===== src/rtl/instr_encoder_loader.sv =====
// instr_encoder_loader: turns symbolic instruction requests into 32-bit RV
// instruction words and streams them sequentially into instruction memory.
// The session runs IDLE -> LOAD -> DRAIN -> IDLE. One output register stage
// holds the word being written. It stays stable until imem accepts it.
//
// Handshakes:
//   request side: a request transfers on a clock edge where in_valid && in_ready.
//                 in_ready depends only on registered state and mem_ready.
//   imem side:    a write completes on a clock edge where mem_we && mem_ready.
//                 mem_we/mem_addr/mem_wdata do not change until then.
module instr_encoder_loader #(
  parameter int ADDR_W = 8,
  parameter int DEPTH  = 256
) (
  input  logic              clk,
  input  logic              rst_n,
  input  logic              start,
  input  logic              finish,
  input  logic              in_valid,
  output logic              in_ready,
  input  logic [3:0]        in_op,
  input  logic [4:0]        in_rd,
  input  logic [4:0]        in_rs1,
  input  logic [4:0]        in_rs2,
  input  logic [20:0]       in_imm,
  output logic              mem_we,
  input  logic              mem_ready,
  output logic [ADDR_W-1:0] mem_addr,
  output logic [31:0]       mem_wdata,
  output logic              busy,
  output logic              done,
  output logic [ADDR_W:0]   word_count,
  output logic [7:0]        err_count,
  output logic [1:0]        state_dbg
);

  typedef enum logic [1:0] {
    S_IDLE  = 2'd0,
    S_LOAD  = 2'd1,
    S_DRAIN = 2'd2
  } state_t;

  localparam logic [ADDR_W:0] DEPTH_C = (ADDR_W+1)'(DEPTH);
  localparam logic [6:0] OPC_R    = 7'b0110011;
  localparam logic [6:0] OPC_I    = 7'b0010011;
  localparam logic [6:0] OPC_LD   = 7'b0000011;
  localparam logic [6:0] OPC_S    = 7'b0100011;
  localparam logic [6:0] OPC_B    = 7'b1100011;
  localparam logic [6:0] OPC_JALR = 7'b1100111;
  localparam logic [6:0] OPC_JAL  = 7'b1101111;

  state_t              state_q;
  logic                mem_we_q, mem_we_d;
  logic [ADDR_W-1:0]   mem_addr_q, mem_addr_d;
  logic [31:0]         mem_wdata_q, mem_wdata_d;
  logic [ADDR_W:0]     word_count_q, word_count_d;
  logic [7:0]          err_count_q, err_count_d;
  logic                done_q;
  logic [31:0]         enc_word;
  logic                wr_done;
  logic                accept;
  logic                legal;
  logic [ADDR_W:0]     committed;

  assign wr_done   = mem_we_q & mem_ready;
  // Words already written plus the one sitting in the output register.
  assign committed = word_count_q + {{ADDR_W{1'b0}}, mem_we_q};
  assign in_ready  = (state_q == S_LOAD) && (!mem_we_q || mem_ready) &&
                     (committed < DEPTH_C);
  assign accept    = in_valid & in_ready;
  assign legal     = (in_op != 4'd15);

  assign mem_we     = mem_we_q;
  assign mem_addr   = mem_addr_q;
  assign mem_wdata  = mem_wdata_q;
  assign word_count = word_count_q;
  assign err_count  = err_count_q;
  assign done       = done_q;
  assign busy       = (state_q != S_IDLE);
  assign state_dbg  = state_q;

  // Encode the request fields into a 32-bit instruction word by format.
  always_comb begin
    enc_word = '0;
    case (in_op)
      4'd0:  enc_word = {7'b0000000, in_rs2, in_rs1, 3'b000, in_rd, OPC_R};
      4'd1:  enc_word = {7'b0100000, in_rs2, in_rs1, 3'b000, in_rd, OPC_R};
      4'd2:  enc_word = {7'b0000000, in_rs2, in_rs1, 3'b111, in_rd, OPC_R};
      4'd3:  enc_word = {7'b0000000, in_rs2, in_rs1, 3'b110, in_rd, OPC_R};
      4'd4:  enc_word = {in_imm[11:0], in_rs1, 3'b000, in_rd, OPC_I};
      4'd5:  enc_word = {in_imm[11:0], in_rs1, 3'b100, in_rd, OPC_I};
      4'd6:  enc_word = {7'b0000000, in_imm[4:0], in_rs1, 3'b001, in_rd, OPC_I};
      4'd7:  enc_word = {7'b0000000, in_imm[4:0], in_rs1, 3'b101, in_rd, OPC_I};
      4'd8:  enc_word = {7'b0100000, in_imm[4:0], in_rs1, 3'b101, in_rd, OPC_I};
      4'd9:  enc_word = {in_imm[11:0], in_rs1, 3'b011, in_rd, OPC_LD};
      4'd10: enc_word = {in_imm[11:5], in_rs2, in_rs1, 3'b010, in_imm[4:0], OPC_S};
      4'd11: enc_word = {in_imm[12], in_imm[10:5], in_rs2, in_rs1, 3'b000,
                         in_imm[4:1], in_imm[11], OPC_B};
      4'd12: enc_word = {in_imm[12], in_imm[10:5], in_rs2, in_rs1, 3'b001,
                         in_imm[4:1], in_imm[11], OPC_B};
      4'd13: enc_word = {in_imm[11:0], in_rs1, 3'b000, in_rd, OPC_JALR};
      4'd14: enc_word = {in_imm[20], in_imm[10:1], in_imm[11], in_imm[19:12],
                         in_rd, OPC_JAL};
      default: enc_word = '0;
    endcase
  end

  // Next values for the write register, address, counters and error tally.
  always_comb begin
    mem_we_d     = mem_we_q;
    mem_addr_d   = mem_addr_q;
    mem_wdata_d  = mem_wdata_q;
    word_count_d = word_count_q;
    err_count_d  = err_count_q;
    if (wr_done) begin
      mem_we_d     = 1'b0;
      mem_addr_d   = mem_addr_q + ADDR_W'(1);
      word_count_d = word_count_q + (ADDR_W+1)'(1);
    end
    if (accept) begin
      if (legal) begin
        mem_we_d    = 1'b1;
        mem_wdata_d = enc_word;
      end else if (err_count_q != 8'hFF) begin
        err_count_d = err_count_q + 8'd1;
      end
    end
    if ((state_q == S_IDLE) && start) begin
      mem_addr_d   = '0;
      mem_word_clear_placeholder_unused: begin end
      word_count_d = '0;
    end
  end

  // Session FSM plus all registered outputs.
  always_ff @(posedge clk) begin
    if (!rst_n) begin
      state_q      <= S_IDLE;
      mem_we_q     <= 1'b0;
      mem_addr_q   <= '0;
      mem_wdata_q  <= '0;
      word_count_q <= '0;
      err_count_q  <= '0;
      done_q       <= 1'b0;
    end else begin
      mem_we_q     <= mem_we_d;
      mem_addr_q   <= mem_addr_d;
      mem_wdata_q  <= mem_wdata_d;
      word_count_q <= word_count_d;
      err_count_q  <= err_count_d;
      done_q       <= 1'b0;
      case (state_q)
        S_IDLE: begin
          if (start) state_q <= S_LOAD;
        end
        S_LOAD: begin
          if (finish ||
              ((word_count_d + {{ADDR_W{1'b0}}, mem_we_d}) >= DEPTH_C)) begin
            state_q <= S_DRAIN;
          end
        end
        S_DRAIN: begin
          if (!mem_we_d) begin
            state_q <= S_IDLE;
            done_q  <= 1'b1;
          end
        end
        default: state_q <= S_IDLE;
      endcase
    end
  end

endmodule


===== config.mk =====
export PLATFORM = sky130hd
export DESIGN_NAME = instr_encoder_loader
export DESIGN_NICKNAME = d
export VERILOG_FILES = /design/src/rtl/instr_encoder_loader.sv
export SDC_FILE = /design/constraint.sdc
export NUM_CORES = 1
export LEC_CHECK = 0
export ABC_AREA = 1
export BUFFER_PORTS_ARGS = -buffer_cell sky130_fd_sc_hd__buf_2
export CAP_MARGIN = 20
export CORE_ASPECT_RATIO = 1.25
export CORE_MARGIN = 2
export CORE_UTILIZATION = 30
export CTS_CLUSTER_DIAMETER = 60
export DETAILED_ROUTE_END_ITERATION = 8
export PLACE_DENSITY = 0.66
export SETUP_SLACK_MARGIN = 0.4
export SKIP_LAST_GASP = 1
export SLEW_MARGIN = 20
export SYNTH_ARGS = -nofsm -noshare
export SYNTH_HDL_FRONTEND = slang
export SYNTH_SLANG_ARGS = --single-unit

===== constraint.sdc =====
create_clock -name clk -period 1.6 [get_ports clk]
set_input_delay 0 -clock clk [delete_from_list [all_inputs] [get_ports clk]]
set_output_delay 0 -clock clk [all_outputs]
set_load 0.005 [all_outputs]

==> Word level (Yosys, flattened, before mapping) <==
Index checks and enable logic that the tools add are counted.
{ "word_totals": {"out_inout_bits": 63, "ff_bits": 61, "word_cells": 64, "in_bits": 46} }
{ "op_classes": {"n_lt_le_gt_ge": 2, "addsub": 5, "mux": 11, "bitwise_logic": 4, "n_eq_ne": 21, "reduce_logical": 14} }
{ "ops": {"columns": ["operator", "count"], "rows": [
  ["32-bit case mux with 15 select lines", 1],
  ["4-bit equality test (second input constant)", 7],
  ["9-bit by 1-bit adder with 9-bit output", 2],
  ["9-bit two-way mux", 2],
  ["8-bit by 1-bit adder with 8-bit output (second input constant)", 2],
  ["4-bit by 3-bit equality test with 1-bit output (second input constant)", 4],
  ["9-bit by 1-bit adder with 9-bit output (second input constant)", 1],
  ["9-bit >= comparator (second input constant)", 1],
  ["9-bit < comparator (second input constant)", 1],
  ["4-bit by 2-bit equality test with 1-bit output (second input constant)", 2],
  ["8-bit != test (second input constant)", 1],
  ["2-bit two-way mux", 3],
  ["2-bit case mux with 3 select lines", 1],
  ["3-bit AND reduction", 2],
  ["4-bit by 1-bit equality test with 1-bit output (second input constant)", 1],
  ["4-bit zero test", 1],
  ["1-bit two-way mux", 4],
  ["2-bit != test (second input constant)", 2],
  ["4-bit != test (second input constant)", 1],
  ["2-bit AND reduction", 2],
  ["1-bit logical AND", 3],
  ["1-bit bitwise AND", 2],
  ["2-bit by 1-bit equality test with 1-bit output (second input constant)", 1],
  ["2-bit equality test (second input constant)", 1],
  ["other kinds (7)", 9]
]} }

==> Longest topological paths before layout <==
{ "logic_depth": {"depth_word": 11, "depth_mapped": 14, "mapped_depth_nobuf": 14} }

==> Least setup slack after synthesis <==
OpenSTA, ideal clock, no wires.
{ "synth_timing": {"kind": "register to register", "start": "register state_q[0] (netlist: state_dbg[0])", "end": "register err_count_q[4] (netlist: err_count[4])", "period_less_slack_ns": 1.629, "setup_slack_ns": -0.029, "required_ns": 1.469, "setup_time_ns": 0.131, "stages_incl_launch_ff": 13, "path_buffers": 0, "t_arrival_ns": 1.499, "path_cell_list": "dfxtp_1 > inv_1 > nor2_2 > inv_1 > nor2_2 > a21boi_2 > nand2_1 > nor2_2 > nand2_2 > clkinv_4 > nand3_2 > nor2_2 > nor3b_2"} }
{ "synth_via": {"elab_chain_len": 5} }
{ "synth_rtl": {"columns": ["item", "line_no", "source"], "rows": [
  ["from (decl)", "52", "state_t state_q;"],
  ["from (signal assigned)", "138", "state_q <= S_IDLE;"],
  ["from (signal assigned)", "154", "if (start) state_q <= S_LOAD;"],
  ["from (signal assigned)", "159", "state_q <= S_DRAIN;"],
  ["2-bit by 1-bit equality test with 1-bit output", "68", "assign in_ready = (state_q == S_LOAD) && (!mem_we_q || mem_ready) &&"],
  ["1-bit logical AND (2 in a row)", "68", null],
  ["net in_ready", "20", "output logic in_ready,"],
  ["1-bit bitwise AND", "70", "assign accept = in_valid & in_ready;"],
  ["3-bit AND reduction (no line)", null, null],
  ["to (signal assigned)", "150", "err_count_q <= err_count_d;"],
  ["to (decl)", "57", "logic [7:0] err_count_q, err_count_d;"]
]} }
The timed path passes the listed nets, and every way through them passes these cells.
A chain may end at the register's enable or synchronous reset.

==> Worst setup path after layout <==
{ "layout_timing": {"start": "register mem_we_q (netlist: mem_we)", "end": "register state_q[1] (netlist: state_dbg[1])"} }
{ "layout_via": {"elab_chain_len": 11, "elab_cells_between_ends": 19, "classes_between": "add/sub (2); order compare (2); eq/ne (2); mux (5); bitwise (2); reduce/logical (6)"} }
{ "layout_rtl": {"columns": ["item", "line_no", "source"], "rows": [
  ["from (decl)", "53", "logic mem_we_q, mem_we_d;"],
  ["from (signal assigned)", "146", "mem_we_q <= mem_we_d;"],
  ["branches (longest 10 deep; another with 9-bit by 1-bit adder with 9-bit output)", null, null],
  ["3-bit AND reduction (no line) *", null, null],
  ["to (signal assigned)", "154", null],
  ["to (signal assigned)", "159", null],
  ["to (signal assigned)", "164", "state_q <= S_IDLE;"]
]} }
Every way passes the cells marked *.

==> results.md <==
* Run status: finished, violations left
* Failing checks: negative setup slack
* Via total after detailed routing at 3668
* Worst-skew pair later-pin latency at 0.33 ns
* Yosys synthesis warning count at 0
* Fraction of the yosys area taken by sequential cells at 0.3944
* Number of CTS-inserted buffers at 9
* Combined area of the multi-input logic cells at between 1500 and 2000 um2
* Final cell area excluding filler cells at 5161 um2
* Post-synthesis cell area at ~3000 um2
* Number of H-tree branching levels at 3
* Worst slew margin at 0.7651
* Worst min-delay path endpoint: mem_wdata[7]$_SDFFE_PN0P_
* Worst supply voltage drop on vdd at around 460 uV
* Relative area change from synthesis to final layout at 69.47%
* Fraction of synthesis flops using an asynchronous set or reset pin at 0
* Net Sw Frac at 0.2486
* Final standard cell utilization of the core at 0.5159
* Wire length of the first global-routing pass at between 15 and 20 mm
* Layout cells sized above 1 at 0.4517
* Port-buffer cells at 108
* Depth of the worst register-to-register path at 14
* Setup repair after global routing missed its margin: true
* Post-synthesis average cell area at around 7.3 um2
* Placed wire-length estimate at 7.155 mm
* Leakage power figure at 2.356 nW
* Critical path required time at 1.80 ns
* GRT met3 Usage at 0.04903
* First-pass iteration count of the detailed router at 5
* Post-synth net total at 469
* Maximum clock rate at 590.7 MHz
* WL/cell at 13.69 um
* Leading cell types in the layout, fill and taps excluded: sky130_fd_sc_hd__buf_2 (107), sky130_fd_sc_hd__nand2_1 (78), sky130_fd_sc_hd__buf_4 (53)
* GRT met1 Usage at 0.2014
* Clock transition at the registers of the reported paths at 0.05 ns
* Post-Route Skew at around 0.008 ns
* Routing usage on met2 at 0.3452
* Net count, final at 675
* Setup slack at placement at -0.09626 ns
* Maximum buffer depth of the clock tree at 2
* Largest net degree at the start of global routing at 22
* Clock tree from TritonCTS: built
* Number of flip-flops and latches in the synthesized netlist at 60
* Number of instances on the worst hold path at 3
* Grt total ovfl at 0
* Final Hold Violating Endpoints at 0
* Detailed Route WL at 10.40 mm
* ANT nets after route at 0
* Arr. time, crit path at 1.90 ns
* Setup WS post-layout at -0.09298 ns
* Count of boundary I/O pins at 109
* Routability Congestion at 0.9448
* Clock Root Buffer: sky130_fd_sc_hd__clkbuf_16
* Count of routing violations after the opening detailed-route iteration at 162
* Register-to-register setup slack at -0.09 ns
* Proportion of netlist area held by the largest area contributor at 0.3944
* Share of total power in combinational logic at 0.151
* Area after DPL at slightly above 4000 um2
* Final Setup Violations at 25
* Standard-cell rows at 41
* Leading cell type in the layout, fill and taps excluded: sky130_fd_sc_hd__buf_2
* # Max-Cap Violations at 0
* Origin of the worst min-delay path: in_imm[0]
* Dominant cell type by area after synthesis: sky130_fd_sc_hd__dfxtp_1
* Type of element launching the critical path: flip-flop
* Effective utilization at floorplan at 0.3044
* CP Max Fanout at 7
* Die X at 94.12 um
* Most utilized layer in the global route result: met2
* Largest cells by area after synthesis: sky130_fd_sc_hd__dfxtp_1 (39%), sky130_fd_sc_hd__nand2_1 (11%), sky130_fd_sc_hd__inv_1 (4.9%), sky130_fd_sc_hd__nor2_1 (4.9%), sky130_fd_sc_hd__a21oi_1 (4.6%)
* Number of instances in the synthesized netlist at 420
* Power Internal at 3.037 mW
* Vias per Instance at a little under 5
* Tightest Pin Transition at 0.3487 ns
* Startpoint of the most critical register-to-register path: mem_we$_SDFF_PN0_
* Net load switching power at 1.005 mW
* Hold Path Class: primary input to flip-flop
* Count of different cell masters after synthesis at 45
* Worst Path Class, Setup: flip-flop to flip-flop
* Capture point of the worst reg-to-reg path: state_dbg[1]$_SDFFE_PN0P_
* Final min period at 1.693 ns
* Die area at 10980 um2
* Register Area at 1221 um2
* Number of max-slew violations in the final report at 0
* Final cycle utilization of the critical path at 1.058
* Clock power frac at 0.462
* Share of power burned in registers at 0.387
* Number of enable-type register cells in the synthesized netlist at 0
* Global-route total usage across every layer at 0.1865
* Drc violations at 0
* Number of antenna diodes at 0
* Clock tree sinks at 60
* Post-synth top flop: sky130_fd_sc_hd__dfxtp_1
* Vias in the first global route at 3593
* Total core area at ~10000 um2
* Filler Cells Inserted at 935
* Element type at the critical path end: flip-flop
* Die height at 116.6 um
* Ratio of total power to cell area at between 700 and 800 nW/um2
* Initial antenna violation count at 0
## through the flow
| step | instances | power, mW | hold WS (ns) | TNS, ns |
|---|---|---|---|---|
| floorplan | 420 | 1.837 | 0.1313 | -0.004320 |
| global placement | 688 | 2.055 | 0.2611 | -0.05508 |
| detailed placement | 688 | 2.063 | 0.2652 | -0.4332 |
| CTS | 747 | 4.034 | 0.003210 | -0.1766 |
| global route | 760 | 4.201 | 0.03259 | -5.224 |
| finish | 760 | 4.042 | 0.02604 | -0.8078 |
## synth_stat cells, types with 5 or more instances
cell	instances
sky130_fd_sc_hd__nor3_1	7
sky130_fd_sc_hd__nor2_2	8
sky130_fd_sc_hd__nand3_1	16
sky130_fd_sc_hd__nand4_1	6
sky130_fd_sc_hd__o21ai_1	14
sky130_fd_sc_hd__a21oi_1	28
sky130_fd_sc_hd__nand3_2	5
sky130_fd_sc_hd__nand2_1	89
sky130_fd_sc_hd__a31oi_1	18
sky130_fd_sc_hd__inv_1	40
sky130_fd_sc_hd__nand3b_1	5
sky130_fd_sc_hd__inv_2	8
sky130_fd_sc_hd__nand2_2	6
sky130_fd_sc_hd__dfxtp_1	60
sky130_fd_sc_hd__nor2_1	40
sky130_fd_sc_hd__o21ai_0	24
## how the worst max path moves through the flow
stage                               from                   endpoint  cells after the start
2_1_floorplan  state_dbg[0]$_SDFFE_PN0P_  err_count[4]$_SDFFE_PN0P_                     12
3_3_place_gp           mem_we$_SDFF_PN0_  state_dbg[1]$_SDFFE_PN0P_                     13
3_5_place_dp           mem_we$_SDFF_PN0_  state_dbg[1]$_SDFFE_PN0P_                     13
4_1_cts         word_count[4]$_SDFF_PN0_  err_count[4]$_SDFFE_PN0P_                     11
5_1_grt         word_count[0]$_SDFF_PN0_  state_dbg[1]$_SDFFE_PN0P_                     13
6_report               mem_we$_SDFF_PN0_  state_dbg[1]$_SDFFE_PN0P_                     14
## logic make-up (layout without fill, tap and decap cells)
| kind of cell | Yosys count | count (layout) | share of synthesized area |
|---|---|---|---|
| compound gates | 98 | 98 | 0.1886 |
| simple gates | 192 | 192 | 0.3032 |
| xor+xnor | 4 | 4 | 0.01151 |
| flops | 60 | 60 | 0.3944 |
| buf+inv | 63 | 274 | 0.08997 |
| fa+ha+maj | 3 | 3 | 0.01233 |
## layer usage
| metal | share of wire | up-vias |
|---|---|---|
| li1 | - | 1828 |
| met1 | 0.39 | 1699 |
| met2 | 0.53 | 121 |
| met3 | 0.059 | 20 |
| met4 | 0.022 | 0 |
| met5 | 0 | - |
## critical path, cell delays in order (launching register included)
cell                      delay (ns)
sky130_fd_sc_hd__dfxtp_4        0.38
sky130_fd_sc_hd__nand2_8        0.07
sky130_fd_sc_hd__buf_6          0.12
sky130_fd_sc_hd__nor2_4         0.14
sky130_fd_sc_hd__nand3_2        0.09
sky130_fd_sc_hd__nand2_2        0.08
sky130_fd_sc_hd__nand2_2        0.06
sky130_fd_sc_hd__nor2_2         0.10
sky130_fd_sc_hd__nand2_1        0.06
sky130_fd_sc_hd__nor2_2         0.14
sky130_fd_sc_hd__nand2_1        0.06
sky130_fd_sc_hd__nand2_1        0.07
sky130_fd_sc_hd__nand3_2        0.08
sky130_fd_sc_hd__nand3_2        0.08
sky130_fd_sc_hd__a21oi_2        0.05
## power groups by stage
stage	clock [mW]	combinational [mW]	sequential [mW]
after global placement	0	0.463	1.59
after CTS	1.92	0.555	1.56
after detailed placement	0	0.469	1.59
after global routing	1.97	0.668	1.57
final	1.87	0.611	1.56
after floorplan	0	0.239	1.60
## state kept, by name, indices dropped and copies added (netlist names)
name and count:
state_dbg 2, mem_wdata 31, err_count 8, mem_addr 8, done 1, word_count 9, mem_we 1
## repair_timing
| item | 4_1_cts | 5_1_grt |
|---|---|---|
| endpoints found under the setup margin | 58 | 59 |
| gates cloned | 1 | 2 |
| pin swaps | 5 | 19 |
| hold buffers | 34 | 0 |
| setup buffers | 8 | 11 |
| resized for setup | 22 | 41 |
| hold endpoints to repair | 25 | 0 |
## cell type report
type	instances	area share
clock inverters	5	0.01018
well taps	129	0.03127
multi-input cells	297	0.3488
repair buffers	207	0.2873
flip-flops and latches	60	0.2366
repair inverters	1	0.0009697
clock buffers	11	0.04509
inverters	50	0.03976
Note: power is estimated with default switching activity, not from simulation.
